[src/rtl/image_write_pkg.sv]
`default_nettype none
// ============================================================================
// image_write_pkg : register map and FSM encoding for the image write path
// Rev 1.0
// ============================================================================
package image_write_pkg;

   localparam int CFG_IW_IMG_W  = 12;
   localparam int CFG_IW_IMG_DH = 13;
   localparam int CFG_IW_START  = 14;
   localparam int IW_CNT_W      = 16;

   typedef enum logic [1:0] {
      IW_IDLE   = 2'd0,
      IW_ACTIVE = 2'd1,
      IW_DONE   = 2'd2
   } iw_state_e;

endpackage
`default_nettype wire

[src/rtl/image_write_cnt.sv]
`default_nettype none
// ============================================================================
// image_write_cnt : w/h/d nested wrap counter, w fastest; flags the last beat
// Rev 1.0
// ============================================================================
module image_write_cnt
   import image_write_pkg::*;
#(
   parameter int CW = IW_CNT_W
) (
   input  logic          clk,
   input  logic          rst_n,
   input  logic          clr_i,
   input  logic          adv_i,
   input  logic [CW-1:0] w_max_i,
   input  logic [CW-1:0] h_max_i,
   input  logic [CW-1:0] d_max_i,
   output logic          last_o
);

   logic [CW-1:0] w_q, h_q, d_q;
   logic [CW-1:0] w_d, h_d, d_d;
   logic          w_end, h_end, d_end;

   assign w_end  = (w_q == w_max_i);
   assign h_end  = (h_q == h_max_i);
   assign d_end  = (d_q == d_max_i);
   assign last_o = w_end & h_end & d_end;

   always_comb begin
      w_d = w_q;
      h_d = h_q;
      d_d = d_q;
      if (clr_i) begin
         w_d = '0;
         h_d = '0;
         d_d = '0;
      end else if (adv_i) begin
         if (w_end) begin
            w_d = '0;
            if (h_end) begin
               h_d = '0;
               d_d = d_end ? '0 : d_q + CW'(1);
            end else begin
               h_d = h_q + CW'(1);
            end
         end else begin
            w_d = w_q + CW'(1);
         end
      end
   end

   always_ff @(posedge clk or negedge rst_n) begin
      if (!rst_n) begin
         w_q <= '0;
         h_q <= '0;
         d_q <= '0;
      end else begin
         w_q <= w_d;
         h_q <= h_d;
         d_q <= d_d;
      end
   end

endmodule
`default_nettype wire

[src/rtl/image_write.sv]
`default_nettype none
// ============================================================================
// image_write : writes the processed pixel-group stream to linear image memory
// Rev 1.0
// ============================================================================
module image_write
   import image_write_pkg::*;
#(
   parameter int CFG_DWIDTH = 32,
   parameter int CFG_AWIDTH = 5,
   parameter int GROUP_NB   = 4,
   parameter int IMG_WIDTH  = 16,
   parameter int MEM_AWIDTH = 16
) (
   input  logic                          clk,
   input  logic                          rst_n,
   input  logic [CFG_DWIDTH-1:0]         cfg_data_i,
   input  logic [CFG_AWIDTH-1:0]         cfg_addr_i,
   input  logic                          cfg_valid_i,
   input  logic                          next_i,
   output logic                          next_rdy_o,
   input  logic [GROUP_NB*IMG_WIDTH-1:0] result_bus_i,
   input  logic                          result_last_i,
   input  logic                          result_val_i,
   output logic                          result_rdy_o,
   output logic                          wr_val_o,
   output logic [MEM_AWIDTH-1:0]         wr_addr_o,
   output logic [GROUP_NB*IMG_WIDTH-1:0] wr_data_o,
   output logic                          done_o,
   output logic                          last_err_o
);

   iw_state_e                     state_q;
   logic [IW_CNT_W-1:0]           cfg_w_q, cfg_h_q, cfg_d_q;
   logic [IW_CNT_W-1:0]           sh_w_q, sh_h_q, sh_d_q;
   logic [MEM_AWIDTH-1:0]         cfg_start_q, addr_q;
   logic                          next_rdy_q, result_rdy_q, wr_val_q, done_q, last_err_q;
   logic [MEM_AWIDTH-1:0]         wr_addr_q;
   logic [GROUP_NB*IMG_WIDTH-1:0] wr_data_q;
   logic                          start_d, accept_d, beat_last_d;

   assign start_d  = (state_q == IW_IDLE) & next_i & next_rdy_q;
   assign accept_d = (state_q == IW_ACTIVE) & result_val_i & result_rdy_q;

   image_write_cnt #(.CW(IW_CNT_W)) u_cnt (
      .clk     (clk),
      .rst_n   (rst_n),
      .clr_i   (start_d),
      .adv_i   (accept_d),
      .w_max_i (sh_w_q),
      .h_max_i (sh_h_q),
      .d_max_i (sh_d_q),
      .last_o  (beat_last_d)
   );

   always_ff @(posedge clk or negedge rst_n) begin
      if (!rst_n) begin
         state_q      <= IW_IDLE;
         cfg_w_q      <= '0;
         cfg_h_q      <= '0;
         cfg_d_q      <= '0;
         cfg_start_q  <= '0;
         sh_w_q       <= '0;
         sh_h_q       <= '0;
         sh_d_q       <= '0;
         addr_q       <= '0;
         next_rdy_q   <= 1'b1;
         result_rdy_q <= 1'b0;
         wr_val_q     <= 1'b0;
         wr_addr_q    <= '0;
         wr_data_q    <= '0;
         done_q       <= 1'b0;
         last_err_q   <= 1'b0;
      end else begin
         wr_val_q <= 1'b0;
         done_q   <= 1'b0;
         // Live registers may change at any time; the running image uses the shadows.
         if (cfg_valid_i) begin
            if (cfg_addr_i == CFG_AWIDTH'(CFG_IW_IMG_W)) begin
               cfg_w_q <= cfg_data_i[15:0];
            end else if (cfg_addr_i == CFG_AWIDTH'(CFG_IW_IMG_DH)) begin
               cfg_h_q <= cfg_data_i[15:0];
               cfg_d_q <= cfg_data_i[31:16];
            end else if (cfg_addr_i == CFG_AWIDTH'(CFG_IW_START)) begin
               cfg_start_q <= cfg_data_i[MEM_AWIDTH-1:0];
            end
         end
         unique case (state_q)
            IW_IDLE: begin
               if (start_d) begin
                  sh_w_q       <= cfg_w_q;
                  sh_h_q       <= cfg_h_q;
                  sh_d_q       <= cfg_d_q;
                  addr_q       <= cfg_start_q;
                  last_err_q   <= 1'b0;
                  next_rdy_q   <= 1'b0;
                  result_rdy_q <= 1'b1;
                  state_q      <= IW_ACTIVE;
               end
            end
            IW_ACTIVE: begin
               if (accept_d) begin
                  wr_val_q  <= 1'b1;
                  wr_addr_q <= addr_q;
                  wr_data_q <= result_bus_i;
                  addr_q    <= addr_q + MEM_AWIDTH'(1);
                  // The counters decide the end of image; result_last is only checked.
                  if (result_last_i != beat_last_d) begin
                     last_err_q <= 1'b1;
                  end
                  if (beat_last_d) begin
                     result_rdy_q <= 1'b0;
                     state_q      <= IW_DONE;
                  end
               end
            end
            IW_DONE: begin
               done_q     <= 1'b1;
               next_rdy_q <= 1'b1;
               state_q    <= IW_IDLE;
            end
            default: begin
               state_q <= IW_IDLE;
            end
         endcase
      end
   end

   assign next_rdy_o   = next_rdy_q;
   assign result_rdy_o = result_rdy_q;
   assign wr_val_o     = wr_val_q;
   assign wr_addr_o    = wr_addr_q;
   assign wr_data_o    = wr_data_q;
   assign done_o       = done_q;
   assign last_err_o   = last_err_q;

endmodule
`default_nettype wire

[config.mk]
export PLATFORM = sky130hd
export DESIGN_NAME = image_write
export DESIGN_NICKNAME = d
export VERILOG_FILES = /design/src/rtl/image_write_pkg.sv /design/src/rtl/image_write_cnt.sv /design/src/rtl/image_write.sv
export SDC_FILE = /design/constraint.sdc
export NUM_CORES = 1
export LEC_CHECK = 0
export ABC_CLOCK_PERIOD_IN_PS = 2500
export CORE_MARGIN = 10
export CORE_UTILIZATION = 53
export DETAILED_ROUTE_END_ITERATION = 16
export HOLD_SLACK_MARGIN = 0.1
export PLACE_DENSITY = 0.78
export SKIP_LAST_GASP = 1
export SYNTH_ARGS = -nofsm -noshare
export SYNTH_HDL_FRONTEND = slang
export SYNTH_SLANG_ARGS = --single-unit
export TNS_END_PERCENT = 100
[constraint.sdc]
create_clock -name clk -period 2.5 [get_ports clk]
set_input_delay 0.25 -clock clk [delete_from_list [all_inputs] [get_ports clk]]
set_output_delay 0.25 -clock clk [all_outputs]
set_load 0.01 [all_outputs]
==> reports/qor.yml, run 1 <==
cts_buffers: 28
worstSetupPathType: "flop to flop"
syn_area_um2: 11500
synth-edff-count: 0
die_x_um: 167
grt_usage: 0.210
drt_iter0_markers: 841
synth-seq-cells: 263
yosys.cell_count.top_type: "nand2_1"
ios: 192
maxCapViolCount: 0
synthFlopType: "dfrtp_1"
yosysSeqAreaShare: 0.573
ys_warn_count: 0
worstPathMaxFanout: 8
grt_max_degree: 83
final_core_util: 0.702
antenna_found_initial: 0
use_met3: 0.0379
fin_crit_sh: 0.941
cp.arrival_ns: 2.82
syn_inst: 1173
ir_drop_mv: 0.604
port_buffers: 191
row_count: 53
synth_area_leaders: "dfrtp_1 (57%), nand2_1 (14%), mux2_2 (6.3%)"
drv_slew: 0
synth_top_area_share: 0.571
synth_common_cells: "nand2_1 (429), dfrtp_1 (262), mux2_2 (64), a21oi_1 (49), clkbuf_1 (44)"
drc: 0
post-route-cell-area_um2: 14800
syn-num-nets: 1284
busiest_layer: "met2"
start_util: 0.543
ant_nets: 0
syn-mean-instance-area_um2: 9.79
period_minus_slack_ns: 2.35
finalPower_w: 0.0107
synth_top_area_cell: "dfrtp_1"
critPathRequiredTime_ns: 2.97
first_global_vias: 9272
place_area_um2: 13800
die_area_um2: 28000
core_region_area_um2: 21200
rsz0062_at_grt: "yes"
setup.worst_path.end_class: "flop"
setup_violations: 0
cts_buffer_depth: 3
grt-ovfl-total: 0
yosysUniqueCellTypes: 52
worstMarginPinSlew_ns: 0.828
gp_congestion: 0.888
p_leak_nw: 7.14
drive_gt1_frac: 0.115
worst_setup_path_start_kind: "flop"
grt_pass1_wl_um: 49600
finalWirelength_um: 30300
h-tree-depth: 1
cts_tree: "yes"
syn_to_final_growth_pct: 29.2
powerDensity_nw_per_um2: 723
met1_usage: 0.296
fmax_mhz: 425
fin_nets: 1485
cts_root_buf: "clkbuf_16"
fin_skew_ns: 0.0245
post_drt_wl_per_cell_um: 18.1
die_height_um: 167
synthArstFlopShare: 1.00
clock_latency_ns: 0.55
drtPass1Iterations: 5
hold_violations: 0
hold_path_class: "primary input to flop"
status: "completed"
viasPerCell: 5.52
dr_total_vias: 9217
cts_sinks: 263
grtUsageMet2: 0.328
slew-limit-headroom: 0.448
path_clk_slew_ns: 0.06
dp_hpwl_um: 21100
diodes: 0
routing by layer:
metal | share of wire | vias up
met5 | 0 | -
met3 | 0.067 | 58
met2 | 0.45 | 334
met4 | 0.023 | 0
li1 | - | 4339
met1 | 0.46 | 4486
placed cells by master (no fill, tap or decap), types with 6 or more instances in the layout:
master	count
nand2_1	429
a21oi_1	49
dfrtp_1	262
clkbuf_8	8
mux2_2	64
o31ai_1	9
nor4_1	9
inv_1	8
o22ai_1	12
clkbuf_16	28
xor2_1	38
xnor2_1	22
nand3_1	20
o21ai_0	36
nor3_1	6
and3_1	8
clkbuf_1	10
clkdlybuf4s50_1	190
buf_4	28
nor2_1	38
nand4_1	21
or3_1	12
kinds of logic (layout without fill, tap and decap cells):
logic type,Yosys count,count (layout),synth area share
buffers and inverters,63,285,0.0229
and+or+nand+nor,585,586,0.222
xor gates and xnor gates,60,60,0.0457
muxes,68,68,0.0662
DFF,263,263,0.573
AOI/OAI and AO/OA,130,130,0.0661
adders and majority gates,4,4,0.00436
critical path, cell delays in order, from the launching register on:
cell and delay [ns]:
dfrtp_1 0.42, xor2_1 0.19, nor4_2 0.37, and4_4 0.36, buf_4 0.18, a21oi_1 0.20
or3_1 0.40, a21oi_1 0.16
metrics by stage:
| step | setup WS (ns) | std cells | hold slack [ns] | setup TNS, ns |
|---|---|---|---|---|
| floorplan | 0.323 | 1173 | -0.0456 | 0 |
| global placement | 0.153 | 1616 | 0.238 | 0 |
| detailed placement | 0.0928 | 1616 | 0.240 | 0 |
| CTS | 0.0771 | 1669 | 0.220 | 0 |
| global route | -0.0121 | 1671 | 0.237 | -0.0187 |
| finish | 0.148 | 1671 | 0.232 | 0 |
flip-flops by register name, indices dropped and copies added (netlist names), 2 cells and up:
signal and cells:
wr_data_o 64, addr_q 16, cfg_d_q 16, cfg_h_q 16, cfg_start_q 16, cfg_w_q 16, sh_d_q 16, sh_h_q 16
sh_w_q 16, u_cnt.d_q 16, u_cnt.h_q 16, u_cnt.w_q 16, wr_addr_o 16, state_q 2
final cells by class:
class | count | area, um2
inverters | 9 | 33.8
flip-flops and latches | 263 | 6580
clock inverters | 6 | 93.8
clock buffers | 46 | 848
fillers | 1557 | 6310
well taps | 275 | 344
repair buffers | 224 | 2220
multi-input cells | 848 | 4720
power breakdown:
part | internal (W) | leakage (nW) | switching, W
combinational | 0.000785 | 3.27 | 0.000773
clock | 0.00251 | 0.458 | 0.00165
sequential | 0.00468 | 3.41 | 0.000320
total | 0.00798 | 7.14 | 0.00274
path summary, 6_finish.rpt:
kind / depth (start not counted) / slack (ns) / start / endpoint
hold / removal: 3 / 0.23 / result_bus_i[6] / wr_data_o[6]
min in group asynchronous: 2 / 0.26 / rst_n / wr_data_o[24]
hold reg to reg: 2 / 0.46 / cfg_d_q[14] / sh_d_q[14]
max in group asynchronous: 3 / 1.47 / rst_n / u_cnt.h_q[7]
setup reg to reg: 7 / 0.15 / u_cnt.w_q[6] / u_cnt.h_q[5]
setup / recovery: 7 / 0.15 / u_cnt.w_q[6] / u_cnt.h_q[5]
timing repair:
action                                 4_1_cts  5_1_grt
endpoints found under the hold margin       64        0
hold buffers                                 1        0
setup buffers                                0        1
setup endpoints to repair                    0        9
resized for setup                            0        6
No activity file was read; power rests on OpenSTA's default activity.
==> inputs of run 2 (changes only) <==
--- a/config.mk
+++ b/config.mk
@@ -6,7 +6,7 @@
 export NUM_CORES = 1
 export LEC_CHECK = 0
 export ABC_CLOCK_PERIOD_IN_PS = 2500
-export CORE_MARGIN = 10
+export CORE_MARGIN = 4
 export CORE_UTILIZATION = 53
 export DETAILED_ROUTE_END_ITERATION = 16
 export HOLD_SLACK_MARGIN = 0.1
==> reports/qor.yml, run 2 (synthesized netlist as in run 1, its figures left out) <==
crit_start: "u_cnt.w_q[8]"
cts_root_buf: "clkbuf_16"
grt_usage: 0.244  # +0.0346
critPathRequiredTime_ns: 2.95  # -0.02 ns
core_region_area_um2: 21200  # unchanged
fin_nets: 1484  # -0.067%
hold_path_class: "primary input to flop"
cp.depth: 6  # -1
fin_skew_ns: 0.00869  # -0.0158 ns
drt_iter0_markers: 660  # -22%
fmax_mhz: 412  # -3.1%
largest_reg_flops: 64  # unchanged
min_path_cells: 3  # unchanged
clock_latency_ns: 0.53  # -0.02 ns
place_ws_ns: 0.0348  # -0.0580 ns
powerDensity_nw_per_um2: 732  # +1.3%
gp_congestion: 0.903  # +1.7%
start_util: 0.543  # unchanged
row_count: 53  # unchanged
crit_chain: "xor2_1 > nor4_2 > and4_2 > nand3_4 > or4_1 > a21oi_1"
syn_to_final_growth_pct: 29.1  # about the same
cts_buffer_depth: 3  # unchanged
die_x_um: 155  # -7.2%
ant_nets: 0  # unchanged
layout_common_cells: "nand2_1 (427), dfrtp_1 (262), clkdlybuf4s50_1 (190)"
port_buffers: 191  # unchanged
die_area_um2: 24100  # -14%
worstPathMaxFanout: 23  # +15
tns_ns: 0  # unchanged
antenna_found_initial: 0  # unchanged
crit_family: "simple AND/OR/NAND/NOR gates"
worst_setup_path_start_kind: "flop"
worstSetupPathType: "flop to flop"
ir_drop_mv: 0.584  # -3.3%
finalWirelength_um: 29300  # -3.1%
viasPerCell: 5.53  # +0.27%
grt_pass1_wl_um: 48000  # -3.2%
min_from: "result_bus_i[7]"
h-tree-depth: 1  # unchanged
dp_hpwl_um: 20400  # -3.0%
period_minus_slack_ns: 2.43  # +0.0757 ns
cp.buffers_inverters: 0  # -1
cp_slowest_stage_delay_ns: 0.57  # +0.15 ns
setup.worst_path.end_class: "flop"
die_height_um: 155  # -7.2%
slew-limit-headroom: 0.524  # +0.0755
drv_slew: 0  # unchanged
first_global_vias: 9148  # -1.3%
fillers: 1550  # -0.45%
status: "completed"
drc: 0  # unchanged
post_cts.repair.setup_buffers: 0  # unchanged
hold_violations: 0  # unchanged
cts_sinks: 263  # unchanged
dr_total_vias: 9231  # +0.15%
ios: 192  # unchanged
setup_violations: 0  # unchanged
post_drt_wl_per_cell_um: 17.6  # -3.0%
final_common_cell: "nand2_1"
cp.arrival_ns: 2.88  # +0.06 ns
r2r-start: "u_cnt.w_q[8]"
diodes: 0  # unchanged
maxCapViolCount: 0  # unchanged
p_leak_nw: 7.15  # +0.20%
grt-ovfl-total: 0  # unchanged
setup_slack_ns: 0.0725  # -0.0757 ns
cp_slowest_cell: "or4_1"
fin_crit_sh: 0.971  # +0.0303
cts_tree: "yes"
drive_gt1_frac: 0.121  # +0.00590
r2r.worst_path.cells: 6  # -1
whs_ns: 0.239  # +0.00700 ns
finalPower_w: 0.0109  # +1.3%
drtPass1Iterations: 5  # unchanged
cts_buffers: 27  # -3.6%
worstMarginPinSlew_ns: 0.714  # -0.113 ns
grt_max_degree: 71  # -14%
path_clk_slew_ns: 0.06  # about the same
rsz0062_at_grt: "yes"
==> run 2: changes by cell type in the layout (fill, tap and decap cells not counted), moves of 2 or more <==
cell	delta
nand2_1	-2
clkbuf_1	-8
buf_4	+2
nand2_2	+2
clkbuf_8	-6
bufinv_16	+4
clkinv_2	+7
==> run 2: tightest hold or removal path, delay by kind of cell <==
family        cells  cell delay [ns]
buf+inv           1             0.39
simple gates      2             0.09
==> run 2: power by group <==
group          switching [W]  internal [W]  leakage [nW]
registers           0.000313       0.00468          3.41
clock network        0.00166       0.00266         0.478
logic               0.000758      0.000785          3.26
total                0.00273       0.00813          7.15
==> run 2: metal layers <==
metal | share of wire | wire length [um] | global-route usage | vias to the layer above
met1 | 0.44 | 12800 | 0.352 | 4508
met3 | 0.069 | 2020 | 0.0350 | 43
li1 | - | - | - | 4342
met5 | 0 | 0 | 0 | -
met2 | 0.48 | 14000 | 0.398 | 338
met4 | 0.016 | 463 | 0.0571 | 0
==> run 2: path summary, 6_finish.rpt <==
kind                                 endpoint  slack, ns
worst min register to register      sh_d_q[8]       0.46
worst max register to register   u_cnt.d_q[9]       0.07
min in group asynchronous       wr_data_o[37]       0.28
max in group asynchronous        wr_data_o[4]       1.40
worst min-delay path             wr_data_o[7]       0.24
worst max-delay path             u_cnt.d_q[9]       0.07
==> run 2: cell type report <==
type,count,area (um2),share of cell area
clock inverter,19,258,0.0174
clock buffer,31,711,0.0479
timing repair buffer,225,2210,0.149
inverter,9,33.8,0.00228
multi-input combinational,847,4700,0.316
sequential,263,6580,0.444
tap,275,344,0.0232
==> run 2: what timing repair did <==
item	4_1_cts	5_1_grt
hold buffers	1	0
resized for setup	1	4
hold endpoints to repair	64	0
setup endpoints to repair	1	28
==> run 2: through the flow <==
step | util | instance area [um2] | instances
2_1_floorplan | - | 11500 | 1173
3_3_place_gp | 0.654 | 13800 | 1618
3_5_place_dp | 0.654 | 13800 | 1618
4_1_cts | 0.701 | 14800 | 1669
5_1_grt | 0.701 | 14800 | 1669
6_report | 0.701 | 14800 | 1669
